<file path="config.mk">
export PLATFORM = sky130hd
export DESIGN_NAME = aes_key_loader_flat
export DESIGN_NICKNAME = d
export VERILOG_FILES = /design/src/rtl/aes_key_loader_if.sv /design/src/rtl/aes_key_loader.sv /design/src/flat_wrapper.sv
export SDC_FILE = /design/constraint.sdc
export NUM_CORES = 1
export LEC_CHECK = 0
export CAP_MARGIN = 25
export CORE_ASPECT_RATIO = 1.25
export CORE_UTILIZATION = 48
export DETAILED_ROUTE_END_ITERATION = 16
export PLACE_DENSITY_LB_ADDON = 0.25
export SLEW_MARGIN = 20
export SYNTH_ARGS = -nofsm -noshare
export SYNTH_HDL_FRONTEND = slang
export SYNTH_SLANG_ARGS = --single-unit
export TNS_END_PERCENT = 50
</file>
<file path="constraint.sdc">
create_clock -name clock -period 2.59 [get_ports clock]
set_input_delay 0.6475 -clock clock [delete_from_list [all_inputs] [get_ports clock]]
set_output_delay 0.6475 -clock clock [all_outputs]
set_load 0.005 [all_outputs]
</file>
<file path="src/rtl/aes_key_loader_if.sv">
`default_nettype none
// ============================================================================
//  Module      : aes_key_loader_if
//  Description : Word-stream and key-delivery signal bundle for the AES key
//                loader. The master side feeds key words and acknowledges the
//                assembled key; the slave side is the loader itself.
//  Revision    : 1.0 - initial release
// ============================================================================
interface aes_key_loader_if #(
    parameter int WORD_BITS     = 32,
    parameter int MAX_KEY_BYTES = 32
);
    logic                         word_valid;
    logic [WORD_BITS-1:0]         word_data;
    logic                         word_ready;
    logic [MAX_KEY_BYTES*8-1:0]   key_out;
    logic [1:0]                   key_size_o;
    logic                         key_valid;
    logic                         key_accept;

    // Key source and key consumer side
    modport master (
        output word_valid,
        output word_data,
        output key_accept,
        input  word_ready,
        input  key_out,
        input  key_size_o,
        input  key_valid
    );

    // Loader side
    modport slave (
        input  word_valid,
        input  word_data,
        input  key_accept,
        output word_ready,
        output key_out,
        output key_size_o,
        output key_valid
    );
endinterface
`default_nettype wire

</file>
<file path="src/rtl/aes_key_loader.sv">
`default_nettype none
// ============================================================================
//  Module      : aes_key_loader
//  Description : Collects a 128/192/256-bit AES cipher key as a stream of
//                32-bit words and presents it, byte 0 in the MSBs, to the
//                combinational key-expansion stage until acknowledged.
//  Revision    : 1.0 - initial release
// ============================================================================
module aes_key_loader #(
    parameter int WORD_BITS     = 32,
    parameter int MAX_KEY_BYTES = 32
) (
    input  logic                 clock,
    input  logic                 reset_n,
    input  logic                 start,
    input  logic [1:0]           key_size_i,
    input  logic                 flush,
    output logic                 busy,
    output logic                 cfg_err,
    aes_key_loader_if.slave      bus
);

    localparam int KEY_BITS  = MAX_KEY_BYTES * 8;
    localparam int NUM_WORDS = KEY_BITS / WORD_BITS;

    localparam logic [1:0] C_SIZE_128 = 2'b00;
    localparam logic [1:0] C_SIZE_192 = 2'b01;
    localparam logic [1:0] C_SIZE_RSV = 2'b11;

    typedef enum logic [1:0] {
        ST_IDLE = 2'd0,
        ST_LOAD = 2'd1,
        ST_HOLD = 2'd2
    } state_t;

    state_t                 r_state;
    logic [2:0]             r_count;
    logic [2:0]             r_last;
    logic [KEY_BITS-1:0]    r_key;
    logic [1:0]             r_size;
    logic                   r_word_ready;
    logic                   r_key_valid;
    logic                   r_busy;
    logic                   r_cfg_err;

    logic                   w_hs;
    logic [NUM_WORDS-1:0]   w_word_sel;
    logic [KEY_BITS-1:0]    w_key_next;
    logic [2:0]             w_last_for_size;

    // word_ready is a registered state decode, so the handshake has no
    // combinational dependence on word_valid feeding back to the source.
    assign w_hs = bus.word_valid & r_word_ready;

    // One-hot select of the key word slot addressed by the current count
    genvar gi;
    generate
        for (gi = 0; gi < NUM_WORDS; gi++) begin : g_word
            assign w_word_sel[gi] = (r_count == 3'(gi));
        end
    endgenerate

    // Key register with the incoming word merged into its slot; word 0 lands
    // in the most significant bits so key byte 0 sits at the top.
    always_comb begin
        w_key_next = r_key;
        for (int i = 0; i < NUM_WORDS; i++) begin
            if (w_word_sel[i]) begin
                w_key_next[KEY_BITS-1-i*WORD_BITS -: WORD_BITS] = bus.word_data;
            end
        end
    end

    // Index of the final word for the requested key size (NW-1)
    always_comb begin
        w_last_for_size = 3'd7;
        if (key_size_i == C_SIZE_128) begin
            w_last_for_size = 3'd3;
        end else if (key_size_i == C_SIZE_192) begin
            w_last_for_size = 3'd5;
        end
    end

    // Load sequencer: IDLE -> LOAD (collect NW words) -> HOLD (await accept)
    always_ff @(posedge clock or negedge reset_n) begin
        if (!reset_n) begin
            r_state      <= ST_IDLE;
            r_count      <= 3'd0;
            r_last       <= 3'd0;
            r_key        <= '0;
            r_size       <= 2'b00;
            r_word_ready <= 1'b0;
            r_key_valid  <= 1'b0;
            r_busy       <= 1'b0;
            r_cfg_err    <= 1'b0;
        end else begin
            r_cfg_err <= 1'b0;
            if (flush) begin
                // Abort wins over everything; the last key contents are kept.
                r_state      <= ST_IDLE;
                r_count      <= 3'd0;
                r_word_ready <= 1'b0;
                r_key_valid  <= 1'b0;
                r_busy       <= 1'b0;
            end else begin
                case (r_state)
                    ST_IDLE: begin
                        if (start) begin
                            if (key_size_i == C_SIZE_RSV) begin
                                r_cfg_err <= 1'b1;
                            end else begin
                                r_state      <= ST_LOAD;
                                r_size       <= key_size_i;
                                r_last       <= w_last_for_size;
                                r_key        <= '0;
                                r_count      <= 3'd0;
                                r_word_ready <= 1'b1;
                                r_busy       <= 1'b1;
                            end
                        end
                    end
                    ST_LOAD: begin
                        if (w_hs) begin
                            r_key <= w_key_next;
                            if (r_count == r_last) begin
                                // Count stops here, so it never wraps.
                                r_state      <= ST_HOLD;
                                r_word_ready <= 1'b0;
                                r_key_valid  <= 1'b1;
                            end else begin
                                r_count <= r_count + 3'd1;
                            end
                        end
                    end
                    ST_HOLD: begin
                        if (bus.key_accept) begin
                            r_state     <= ST_IDLE;
                            r_count     <= 3'd0;
                            r_key_valid <= 1'b0;
                            r_busy      <= 1'b0;
                        end
                    end
                    default: begin
                        r_state      <= ST_IDLE;
                        r_count      <= 3'd0;
                        r_word_ready <= 1'b0;
                        r_key_valid  <= 1'b0;
                        r_busy       <= 1'b0;
                    end
                endcase
            end
        end
    end

    assign bus.word_ready = r_word_ready;
    assign bus.key_out    = r_key;
    assign bus.key_size_o = r_size;
    assign bus.key_valid  = r_key_valid;
    assign busy           = r_busy;
    assign cfg_err        = r_cfg_err;

endmodule
`default_nettype wire

</file>
<file path="src/flat_wrapper.sv">
// flat-port wrapper written by rule: the top's interface ports become plain ports
module aes_key_loader_flat 
#(
    parameter int WORD_BITS     = 32,
    parameter int MAX_KEY_BYTES = 32
)
  (clock, reset_n, start, key_size_i, flush, busy, cfg_err, bus_word_valid, bus_word_data, bus_key_accept, bus_word_ready, bus_key_out, bus_key_size_o, bus_key_valid);
  aes_key_loader_if #(.WORD_BITS(WORD_BITS), .MAX_KEY_BYTES(MAX_KEY_BYTES)) bus_i ();
  input  logic clock;
  input  logic reset_n;
  input  logic start;
  input  logic [1:0] key_size_i;
  input  logic flush;
  output logic busy;
  output logic cfg_err;
  input wire logic [$bits(bus_i.word_valid)-1:0] bus_word_valid;
  input wire logic [$bits(bus_i.word_data)-1:0] bus_word_data;
  input wire logic [$bits(bus_i.key_accept)-1:0] bus_key_accept;
  output wire logic [$bits(bus_i.word_ready)-1:0] bus_word_ready;
  output wire logic [$bits(bus_i.key_out)-1:0] bus_key_out;
  output wire logic [$bits(bus_i.key_size_o)-1:0] bus_key_size_o;
  output wire logic [$bits(bus_i.key_valid)-1:0] bus_key_valid;
  assign bus_i.word_valid = bus_word_valid;
  assign bus_i.word_data = bus_word_data;
  assign bus_i.key_accept = bus_key_accept;
  assign bus_word_ready = bus_i.word_ready;
  assign bus_key_out = bus_i.key_out;
  assign bus_key_size_o = bus_i.key_size_o;
  assign bus_key_valid = bus_i.key_valid;
  aes_key_loader #(.WORD_BITS(WORD_BITS), .MAX_KEY_BYTES(MAX_KEY_BYTES)) u_core (.clock(clock), .reset_n(reset_n), .start(start), .key_size_i(key_size_i), .flush(flush), .busy(busy), .cfg_err(cfg_err), .bus(bus_i));
endmodule
</file>
* Word level (Yosys, flattened, before mapping)
Index checks and enable logic that the tools add are counted.
Operators by class: $add $sub $neg 1, eq/ne operators 32, mux-type cells 45, bitwise logic cells 3, reductions and logical operators 18
Operator list (count):
- $mux W256 | 3
- $pmux W256 S2 | 1
- $mux W32 | 8
- $reduce_and A6 Y1 | 8
- $mux W3 | 7
- $ne A2 B1 Y1 const B | 9
- $reduce_and A5 Y1 | 3
- $mux W1 | 14
- $mux W2 | 7
- $eq A3 B3 Y1 const B | 4
- $ne A3 B3 Y1 const B | 4
- $reduce_and A4 Y1 | 3
- $ne A2 B2 Y1 const B | 5
- $pmux W1 S3 | 3
- $pmux W3 S3 | 1
- $eq A3 B2 Y1 const B | 2
- $ne A3 B2 Y1 const B | 2
- $pmux W2 S3 | 1
- $eq A2 B1 Y1 const B | 2
- $eq A2 B2 Y1 const B | 2
- $logic_not A2 Y1 | 2
- $add A3 B1 Y3 const B | 1
- $eq A3 B1 Y1 const B | 1
- $eq A3 B3 Y1 | 1
- 4 further kinds | 5
Storage, ports and cells: register bits after elaboration 270, bits of input ports 40, output and inout port bits 262, word-level logic and storage cells 115

* Longest topological paths before layout
Gate-level depths: netlist of run 1.
word-level depth 5, depth in mapped cells 7, mapped depth without buffers 5

* Least setup slack after synthesis of run 1
No wires, ideal clock.
kind in2reg, start input port flush, end register u_core.r_key[100], in the netlist u_core.bus.key_out[100], library setup time 0.127 ns, arrival 2.074 ns, required time 2.463 ns, setup slack 0.389 ns, stages 7, buffers on the path 3, path through buf_2 nor4b_4 nand2_2 buf_6 o21ai_4 buf_6 mux2_1
Between the ends: longest elaborated chain between the ends 2
RTL lines:
- from (decl) | line flat_wrapper.sv:13 | input logic flush;
- $not A1 Y1 (no source line)
- $reduce_and A6 Y1 (no source line)
- to (signal assigned) | line aes_key_loader.sv:124 | r_key <= w_key_next;
- to (decl) | line aes_key_loader.sv:39 | logic [KEY_BITS-1:0] r_key;
No other way between the ends. A chain may end at the register's enable or synchronous reset.

* Final worst setup path of run 1
start register u_core.r_word_ready, in the netlist u_core.bus.word_ready, end output port bus_word_ready
RTL lines:
- from (decl) | line aes_key_loader.sv:41 | logic r_word_ready;
- from (signal assigned) | line aes_key_loader.sv:92 | r_word_ready <= 1'b0;
- from (signal assigned) | line aes_key_loader.sv:102 | r_word_ready <= 1'b0;
- from (signal assigned) | line aes_key_loader.sv:117 | r_word_ready <= 1'b1;
- to (decl) | line flat_wrapper.sv:19 | output wire logic [$bits(bus_i.word_ready)-1:0] bus_word_ready;
No word-level cell between the ends.

==> metrics.yaml, run 1 <==
floorplan:
  coreArea_mm2: 0.02162
  die_y_um: 168.6
  dieArea_mm2: 0.02282
  initial_core_util: 0.4931
  io_pins: 302
  fp-row-count: 60
  die_w_um: 135.3
logic_synthesis:
  synth_top_family_by_area: "multiplexers"
  synthAdderAreaFrac: 0.007041
  ys.flop_type: "dfrtp_1"
  synth_compound_area_frac: 0.05305
  netlist_area_mm2: 0.01066
  yosysSeqAreaShare: 0.6337
  synth_cells: 769
  muxShareOfSynthArea: 0.2049
  synthesis.nets: 815
  avgSynthCellArea_um2: 13.86
  synth.distinct_cells: 37
  synthSimpleGateAreaFrac: 0.06959
  synth-edff-count: 0
  synth-xor-area-share: 0.002464
  async_flop_share: 1.000
  ys_ff_latch: 270
  synth-warning-count: 0
sta:
  min_period_ns: 2.119
  final_max_slew_viol_count: 0
  fmaxAchievable_ghz: 0.4720
  setup_violations: 0
  hold_viol_final: 0
  max_slew_margin: 0.5282
  post-route-period-util: 0.8180
  finClkSkew_ns: 0.009818
  worstMarginPinSlew_ns: 0.7022
  rsz0062_at_grt: "no"
power_and_ir_drop:
  leakagePower_nw: 6.907
  pwr-share-comb: 0.199
  p_sw_mw: 2.691
  p_clk_frac: 0.338
  swShare: 0.2474
  seq_power_share: 0.463
  peakVddDrop_uv: 545.0
  power_density_mw_per_mm2: 723.2
  p_int_mw: 8.187
  finalPower_mw: 10.88
layout:
  final_cell_mix: "clkdlybuf4s50_1, dfrtp_1, mux2_1"
  fill_cells: 1546
  utilization: 0.6957
  mostFrequentLayoutCell: "clkdlybuf4s50_1"
  syn_to_final_growth_pct: 41.09
  num-nets-final: 1132
  final_area_mm2: 0.01504
  n_antenna_cell: 0
  fin_cells: 1385
  drive_above_1_share: 0.1184
clock_tree:
  clkLatencyLatePin_ns: 0.52
  numCtsBuffers: 26
  clock_path_buffers: 3
  tritoncts: "yes"
  htree_levels: 1
  ctsResizeCount: 0
  clkSlewWorstSetupHoldPaths_ns: 0.07
  cts.sinks: 270
  root_buffer: "clkbuf_16"
  hold_buffers: 0
  cts_setup_buffers: 0
place:
  routabilityCongestion: 0.7947
  dpl.hpwl_um: 18800
  dp.cells: 1337
  port_buffers: 301
  placed_cell_area_mm2: 0.01420
setup_path:
  cp_cell_sequence: "clkdlybuf4s50_1"
  path_delay_family: "buffers and inverters"
  rr_startpoint: "u_core.r_state[0]$_DFFE_PN0P_"
  crit_buf_inv: 1
  cp.required_ns: 1.94
  critPathKind: "reg -> out"
  startpoint_type: "flip-flop"
  rr_worst_depth: 5
  end_kind: "output port"
  rrSetupSlack_ns: 0.47
  worstPathArrival_ns: 1.47
  timing.rr.end: "u_core.bus.key_out[88]$_DFFE_PN0P_"
  critPathMaxStageDelay_ns: 0.53
  crit_slowest_cell: "clkdlybuf4s50_1"
  path_max_fanout: 5
route:
  drc: 0
  vias_per_cell: 5.225
  drtPass1Iterations: 4
  ant_nets: 0
  drt_iter0_drc: 230
  post_drt_wl_per_cell_um: 19.58
  via_count: 7237
  wirelength_um: 27120
grt:
  grt_overflow: 0
  grt_max_degree: 70
  grt_first_pass_wirelength_um: 42410
  grt_pass1_vias: 7480
  grtUsageTotal: 0.2431
  antenna_found_initial: 1
run_status:
  outcome: "finished, final reports clean"
run:
  maxCapViolations: 0
hold_path:
  hp-class: "in -> async"
worst max-delay path by stage:
stage                                       from                                  end  slack (ns)  cells past startpoint
6_report       u_core.bus.word_ready$_DFFE_PN0P_                       bus_word_ready        0.47                      1
5_1_grt            u_core.r_state[0]$_DFFE_PN0P_   u_core.bus.key_out[91]$_DFFE_PN0P_        0.36                      5
4_1_cts        u_core.bus.word_ready$_DFFE_PN0P_                       bus_word_ready        0.44                      1
3_5_place_dp                      bus_word_valid   u_core.bus.key_out[56]$_DFFE_PN0P_       -0.02                      6
3_3_place_gp                      bus_word_valid   u_core.bus.key_out[55]$_DFFE_PN0P_        0.03                      6
2_1_floorplan                              flush  u_core.bus.key_out[100]$_DFFE_PN0P_        0.39                      7
cells in the mapped netlist, types with 2 or more instances:
cell / count / area, um^2
a21oi_1: 6 / 30.03
buf_2: 11 / 55.05
mux2_2: 43 / 484.2
buf_6: 16 / 180.2
nor2b_1: 3 / 18.77
xor2_1: 3 / 26.28
o22ai_1: 2 / 12.51
o21ai_0: 66 / 330.3
o32ai_1: 2 / 17.52
dfrtp_1: 270 / 6756
clkbuf_1: 14 / 52.55
mux2_1: 151 / 1700
o21ai_4: 5 / 81.33
nor3_1: 2 / 10.01
nand2b_1: 5 / 31.28
ha_1: 6 / 75.07
and2_1: 33 / 206.5
nand2_1: 105 / 394.1
nor2_1: 3 / 11.26
a32oi_2: 2 / 32.53
inv_1: 5 / 18.77
logic make-up after synthesis:
| kind of cell | after synthesis |
|---|---|
| flip-flops | 270 |
| multiplexers | 194 |
| XOR/XNOR | 3 |
| buffers and inverters | 47 |
| AO/OA/AOI/OAI | 90 |
| adder cells (fa/ha/maj) | 6 |
| AND/OR/NAND/NOR | 159 |
layer usage:
metal | vias to the layer above | part of all wire | GRT usage
met3 | 68 | 0.071 | 0.06110
met1 | 3637 | 0.39 | 0.2949
met2 | 247 | 0.49 | 0.4062
li1 | 3283 | - | -
met4 | 2 | 0.046 | 0.1114
met5 | - | 0.00063 | 0
through the flow:
step / hold slack (ns) / setup slack, ns / TNS [ns]
6_report: 0.03303 / 0.4713 / 0
5_1_grt: 0.05023 / 0.3579 / 0
4_1_cts: 0.03420 / 0.4427 / 0
3_5_place_dp: 0.4691 / -0.01794 / -0.1810
3_3_place_gp: 0.4597 / 0.02631 / 0
2_1_floorplan: 0.3519 / 0.3887 / 0
power by group through the flow:
stage	Combinational, mW	Sequential [mW]	Clock [mW]
floorplan	0.615	5.12	0
global placement	2.14	5.09	0
detailed placement	2.18	5.11	0
CTS	2.19	5.04	3.76
global route	2.32	5.11	3.93
finish	2.16	5.04	3.68
registers in the layout, indices dropped and copies added (netlist names):
name,count
u_core.bus.key_valid,1
u_core.busy,1
u_core.bus.key_size_o,2
u_core.bus.key_out,256
u_core.r_last,3
u_core.bus.word_ready,1
u_core.r_state,2
u_core.cfg_err,1
u_core.r_count,3
area by class of cell:
cell class	instances	area, um^2	area share
clock buffers	39	790.8	0.05257
clock inverters	9	52.55	0.003494
well taps	279	349.1	0.02321
multi-input cells	452	3631	0.2414
flip-flops and latches	270	6756	0.4492
inverters	5	18.77	0.001248
repair buffers	331	3443	0.2289
Power figures use the tool's default switching activity.
==> inputs of run 2 (changes only) <==
clock period = 2.1 ns   (was 2.59 ns; I/O delays follow)
==> metrics.yaml, run 2 (same netlist as run 1, synthesis figures left out) <==
grt:
  antenna_found_initial: 1  # unchanged
  grt_max_degree: 67  # was 70
  grt_first_pass_wirelength_um: 43650  # was 42410 um
  grtUsageTotal: 0.2485  # was 0.2431
  grt_pass1_vias: 7854  # was 7480
  grt_overflow: 0  # unchanged
place:
  routabilityCongestion: 0.7794  # was 0.7947
  placed_cell_area_mm2: 0.01427  # was 0.01420 mm^2
  dpl.hpwl_um: 19390  # was 18800 um
  port_buffers: 301  # unchanged
  dp_slack_ns: -0.3835  # was -0.01794 ns
  dp.cells: 1346  # was 1337
setup_path:
  rrSetupSlack_ns: 0.17  # was 0.47 ns
  critPathKind: "reg -> out"  # unchanged
  timing.rr.end: "u_core.bus.key_out[61]$_DFFE_PN0P_"  # was u_core.bus.key_out[88]$_DFFE_PN0P_
  startpoint: "u_core.bus.key_out[252]$_DFFE_PN0P_"  # was u_core.bus.word_ready$_DFFE_PN0P_
  critPathMaxStageDelay_ns: 0.53  # about the same
  worstPathArrival_ns: 1.46  # was 1.47 ns
  cp_cell_sequence: "clkdlybuf4s50_1"  # unchanged
  crit_cells: 1  # unchanged
  path_delay_family: "buffers and inverters"  # unchanged
  crit_buf_inv: 1  # unchanged
  rr_startpoint: "u_core.r_state[0]$_DFFE_PN0P_"  # unchanged
  worstSetupEndpoint: "bus_key_out[252]"  # was bus_word_ready
  crit_slowest_cell: "clkdlybuf4s50_1"  # unchanged
  rr_worst_depth: 5  # unchanged
  end_kind: "output port"  # unchanged
  path_max_fanout: 2  # was 5
  startpoint_type: "flip-flop"  # unchanged
  cp.required_ns: 1.57  # was 1.94 ns
power_and_ir_drop:
  leakagePower_nw: 6.960  # was 6.907 nW
  seq_power_share: 0.464  # was 0.463
  p_sw_mw: 3.318  # was 2.691 mW
  pwr-share-comb: 0.200  # was 0.199
  p_clk_frac: 0.336  # was 0.338
  swShare: 0.2476  # was 0.2474
  p_int_mw: 10.08  # was 8.187 mW
  finalPower_mw: 13.40  # was 10.88 mW
  peakVddDrop_uv: 635.6  # was 545.0 uV
  power_density_mw_per_mm2: 887.5  # was 723.2 mW/mm^2
clock_tree:
  htree_levels: 1  # unchanged
  clkLatencyLatePin_ns: 0.53  # was 0.52 ns
  clkSlewWorstSetupHoldPaths_ns: 0.06  # was 0.07 ns
  cts_setup_buffers: 0  # unchanged
  numCtsBuffers: 26  # unchanged
  tritoncts: "yes"  # unchanged
  root_buffer: "clkbuf_16"  # unchanged
  cts.sinks: 270  # unchanged
  clock_path_buffers: 3  # unchanged
layout:
  final_area_mm2: 0.01510  # was 0.01504 mm^2
  num-nets-final: 1142  # was 1132
  n_antenna_cell: 0  # unchanged
  utilization: 0.6984  # was 0.6957
  fin_cells: 1392  # was 1385
  drive_above_1_share: 0.1258  # was 0.1184
  syn_to_final_growth_pct: 41.64  # was 41.09%
  fill_cells: 1593  # was 1546
  final_cell_mix: "clkdlybuf4s50_1, dfrtp_1, mux2_1"  # unchanged
  mostFrequentLayoutCell: "clkdlybuf4s50_1"  # unchanged
  largest_reg_flops: 256  # unchanged
floorplan:
  dieArea_mm2: 0.02282  # unchanged
  initial_core_util: 0.4931  # unchanged
  die_w_um: 135.3  # unchanged
  fp-row-count: 60  # unchanged
  die_y_um: 168.6  # unchanged
  io_pins: 302  # unchanged
  coreArea_mm2: 0.02162  # unchanged
route:
  wirelength_um: 27640  # was 27120 um
  via_count: 7282  # was 7237
  ant_nets: 0  # unchanged
  drt_iter0_drc: 307  # was 230
  post_drt_wl_per_cell_um: 19.85  # was 19.58 um
  drc: 0  # unchanged
  drtPass1Iterations: 4  # unchanged
  vias_per_cell: 5.231  # was 5.225
run_status:
  outcome: "finished, final reports clean"  # unchanged
sta:
  hold_viol_final: 0  # unchanged
  rsz0062_at_grt: "no"  # unchanged
  post-route-period-util: 0.9431
  worst_slack_ns: 0.1194  # was 0.4713 ns
  min_period_ns: 1.981
  max_slew_margin: 0.5928  # was 0.5282
  setup_violations: 0  # unchanged
  final_max_slew_viol_count: 0  # unchanged
  finClkSkew_ns: 0.01051  # was 0.009818 ns
  fmaxAchievable_ghz: 0.5049
  worstMarginPinSlew_ns: 0.6061  # was 0.7022 ns
run:
  maxCapViolations: 0  # unchanged
hold_path:
  hp-class: "reg -> reg"  # was in -> async
run 2: cell types whose count changed in the layout (fill, tap and decap cells not counted), moves of 2 or more:
cell	delta
clkinvlp_4	-3
clkbuf_1	-2
buf_4	+9
clkinv_2	+2
run 2: final cells by class:
cell class | count | area (um^2) | area share
Inverter | 5 | 18.77 | 0.001243
Clock buffer | 37 | 783.3 | 0.05187
Timing Repair Buffer | 341 | 3521 | 0.2332
Multi-Input combinational cell | 452 | 3631 | 0.2405
Tap cell | 279 | 349.1 | 0.02312
Sequential cell | 270 | 6758 | 0.4475
Clock inverter | 8 | 40.04 | 0.002651
run 2: layer usage:
metal  GRT usage  vias to the layer above  part of all wire
li1            -                     3297                 -
met1      0.2975                     3634              0.38
met2      0.4125                      273              0.49
met3     0.06319                       76             0.074
met4      0.1280                        2             0.053
met5           0                        -           0.00062
run 2: power by group through the flow:
stage	Combinational (mW)	Clock [mW]	Sequential (mW)
floorplan	0.759	0	6.32
global placement	2.66	0	6.28
detailed placement	2.71	0	6.30
CTS	2.72	4.59	6.22
global route	2.89	4.81	6.29
finish	2.68	4.50	6.22
run 2: worst min path at each step:
stage,startpoint,cells after the start,slack (ns),to
after global routing,u_core.bus.key_out[85]$_DFFE_PN0P_,1,0.50,u_core.bus.key_out[85]$_DFFE_PN0P_
after floorplan,reset_n,0,0.23,u_core.bus.key_out[0]$_DFFE_PN0P_
after CTS,u_core.bus.key_out[130]$_DFFE_PN0P_,2,0.48,u_core.bus.key_out[130]$_DFFE_PN0P_
final,u_core.bus.key_out[130]$_DFFE_PN0P_,2,0.48,u_core.bus.key_out[130]$_DFFE_PN0P_
after detailed placement,reset_n,1,0.46,u_core.bus.key_out[182]$_DFFE_PN0P_
after global placement,reset_n,1,0.46,u_core.bus.key_out[182]$_DFFE_PN0P_
run 2: what timing repair did:
item | CTS | global route
endpoints found under the setup margin | 0 | 4
hold buffers | 1 | 0
resized for setup | 0 | 1
endpoints found under the hold margin | 37 | 0
run 2: metrics by stage:
| step | setup TNS (ns) | hold slack [ns] |
|---|---|---|
| final | 0 | 0.4789 |
| after floorplan | 0 | 0.2294 |
| after global placement | -65.79 | 0.4564 |
| after CTS | 0 | 0.4841 |
| after global routing | 0 | 0.4952 |
| after detailed placement | -73.84 | 0.4597 |
==> inputs of run 3 (changes only) <==
CAP_MARGIN = 20   (was 25)
==> results of run 3 <==
Final layout, timing and power as in run 2 (identical DEF).
==> RTL edit, RTL diff (config.mk and constraints of run 1) <==
The 3 states of `state_t` get a one-hot encoding in 3 bits.
--- a/src/rtl/aes_key_loader.sv
+++ b/src/rtl/aes_key_loader.sv
@@ -29,6 +29,6 @@
 
-    typedef enum logic [1:0] {
-        ST_IDLE = 2'd0,
-        ST_LOAD = 2'd1,
-        ST_HOLD = 2'd2
+    typedef enum logic [2:0] {
+        ST_IDLE = 3'b001,
+        ST_LOAD = 3'b010,
+        ST_HOLD = 3'b100
     } state_t;
Formal check against the unedited RTL: same outputs for any inputs over 4 cycles, from zero or initial values and one cycle with reset_n low; so few cycles prove little.
==> RTL edit against run 1 <==
  * Cell area grew 7.3%
  * Maximum frequency shrank 9.6%
  * Wire length grew 4.1%
  * Sequential cell count grew 1
  * Power shrank 7.2%
  * Synthesized cell count shrank 7.7%
  * Synthesized area grew 10%
  * Via count shrank 5.9%
  * Setup slack lost 220 ps
  * Critical endpoint is now u_core.bus.key_out[142]
==> RTL edit: results (changes against run 1) <==
| Metric | Value |
|---|---|
| Commonest cells post-synth | `270 x dfrtp_1, 199 x mux2_4, 59 x mux2_2` |
| Via count of the first global-routing pass | `7187 (-3.9%)` |
| Pin count of the biggest net entering global routing | `80 (+14%)` |
| Largest register FFs | `256 (unchanged)` |
| Post-CTS Repair Setup Buffers | `0 (unchanged)` |
| Type of the worst min-delay path | `input port to asynchronous set/reset pin` |
| Count of input and output buffers | `301 (unchanged)` |
| Place WS | `122.8 ps (+140.7 ps)` |
| Pre-Repair DR Iteration Count | `4 (unchanged)` |
| Synth cell types | `45 (+22%)` |
| Via total after detailed routing | `6807 (-5.9%)` |
| Total Wirelength | `28230 um (+4.1%)` |
| Post-placement cell area | `0.01522 sq mm (+7.2%)` |
| Clk_lat worst skew | `530 ps` |
| Global-route wire length before repair | `43980 um (+3.7%)` |
| Number of levels in the clock H-tree | `1 (unchanged)` |
| Number of buffers created by CTS | `27 (+3.8%)` |
| Final weighted congestion in routability-driven placement | `0.7496 (-5.7%)` |
| Antenna fix cells | `0 (unchanged)` |
| Crit path arrival time | `2750 ps (+1280 ps)` |
| Register area share after synthesis | `0.5766 (-0.05709)` |
| Detailed Route Iter0 Violations | `202 (-12%)` |
| Total half-perimeter wirelength after legalization and detailed placement | `19710 um (+4.9%)` |
| Post-layout nets | `1054 (-6.9%)` |
| Maximum count of clock buffers along a single path | `3 (unchanged)` |
| Largest cells by area after synthesis | `dfrtp_1 57%, mux2_4 25%, mux2_2 5.6%, buf_6 2.3%, and2_1 1.8%` |
| Critical Path End Type | `flip-flop` |
| Clk_skew | `10.23 ps (+0.4161 ps)` |
| Post-synthesis net count | `756 (-7.2%)` |
| Cell total after placement | `1304 (-2.5%)` |
| Fraction of layout cells with a size suffix above 1 | `0.3411 (+0.2227)` |
| Clock root buffer | `clkbuf_16` |
| VDD IR max | `0.0004746 V (-13%)` |
| Layout filler cell count | `1677 (+8.5%)` |
| Worst-path fanout max | `16 (+11)` |
| Worst slew slack as a fraction of its limit | `0.4569 (-0.07133)` |
| Status | `complete, no violations` |
| Synthesized area divided by synthesized cell count | `16.57 sq um (+19%)` |
| Yosys warning count | `0 (unchanged)` |
| GR Util All Layers | `0.2283 (-0.01479)` |
| Via density per instance | `5.027 (-3.8%)` |
| Antenna violations before repair | `0 (-1)` |
| Leakage power summed over all cells | `7.980 nW (+16%)` |
| Total power per unit cell area | `624.9 mW/mm^2 (-14%)` |
| Async SR Flop Fraction | `1.000 (unchanged)` |
| Number of gates given a new drive strength after cts | `0 (unchanged)` |
| Worst-path clk slew | `60 ps` |
==> RTL edit: cell count changes after synthesis, sizes merged, moves of 3 or more <==
cell,delta
a21oi,-4
a22o,+3
a311o,+3
buf,+21
mux2,+65
nand2,-95
nand3,+10
nand4,+3
o21ai,-67
xnor2,+3
xor2,-3
==> RTL edit: area by class of cell <==
cell class / instances / share of cell area
Timing Repair Buffer: 334 / 0.2170
Multi-Input combinational cell: 368 / 0.2792
Clock buffer: 37 / 0.04665
Inverter: 6 / 0.001395
Sequential cell: 271 / 0.4201
Tap cell: 325 / 0.02519
Clock inverter: 13 / 0.01046
==> RTL edit: per-layer routing <==
metal  wire [um]  vias to the layer above  global-route usage
li1            -                     3052                   -
met5           0                        -                   0
met3        1787                       46             0.05276
met1       11810                     3489              0.2978
met2       13760                      220              0.3728
met4         864                        0             0.08065
==> RTL edit: worst paths after layout <==
check / slack [ps] / start / end / depth (start not counted)
min in group clock: 490 / u_core.r_last[0] / u_core.r_last[0] / 1
worst min register to register: 490 / u_core.r_last[0] / u_core.r_last[0] / 1
worst max register to register: 250 / u_core.r_state[2] / u_core.bus.key_out[142] / 5
worst max-delay path: 250 / u_core.r_state[2] / u_core.bus.key_out[142] / 5
worst min-delay path: 10 / reset_n / u_core.bus.key_out[14] / 1
max in group asynchronous: 1780 / reset_n / u_core.r_state[0] / 2
==> RTL edit: worst max-delay path, stage by stage, from the launching register on <==
cell and delay, ps:
dfrtp_1 530, nor3b_2 730, nand2_1 230, nand3_4 180
buf_12 190, mux2_2 350
==> RTL edit: kinds of logic (layout without fill, tap and decap cells) <==
group,Yosys count,count (layout),share of synthesized area
xor+xnor,3,3,0.002234
flops,271,271,0.5766
buf+inv,71,390,0.04053
mux,259,259,0.3115
compound gates,25,25,0.01670
simple gates,75,75,0.04606
fa+ha+maj,6,6,0.006382
==> RTL edit: where the power goes <==
group | switching [mW] | internal [mW] | total (mW) | leakage (nW)
clock | 1.61 | 2.43 | 4.05 | 0.461
combinational | 0.601 | 0.861 | 1.46 | 3.77
sequential | 0.139 | 4.44 | 4.58 | 3.75
total | 2.35 | 7.74 | 10.1 | 7.98
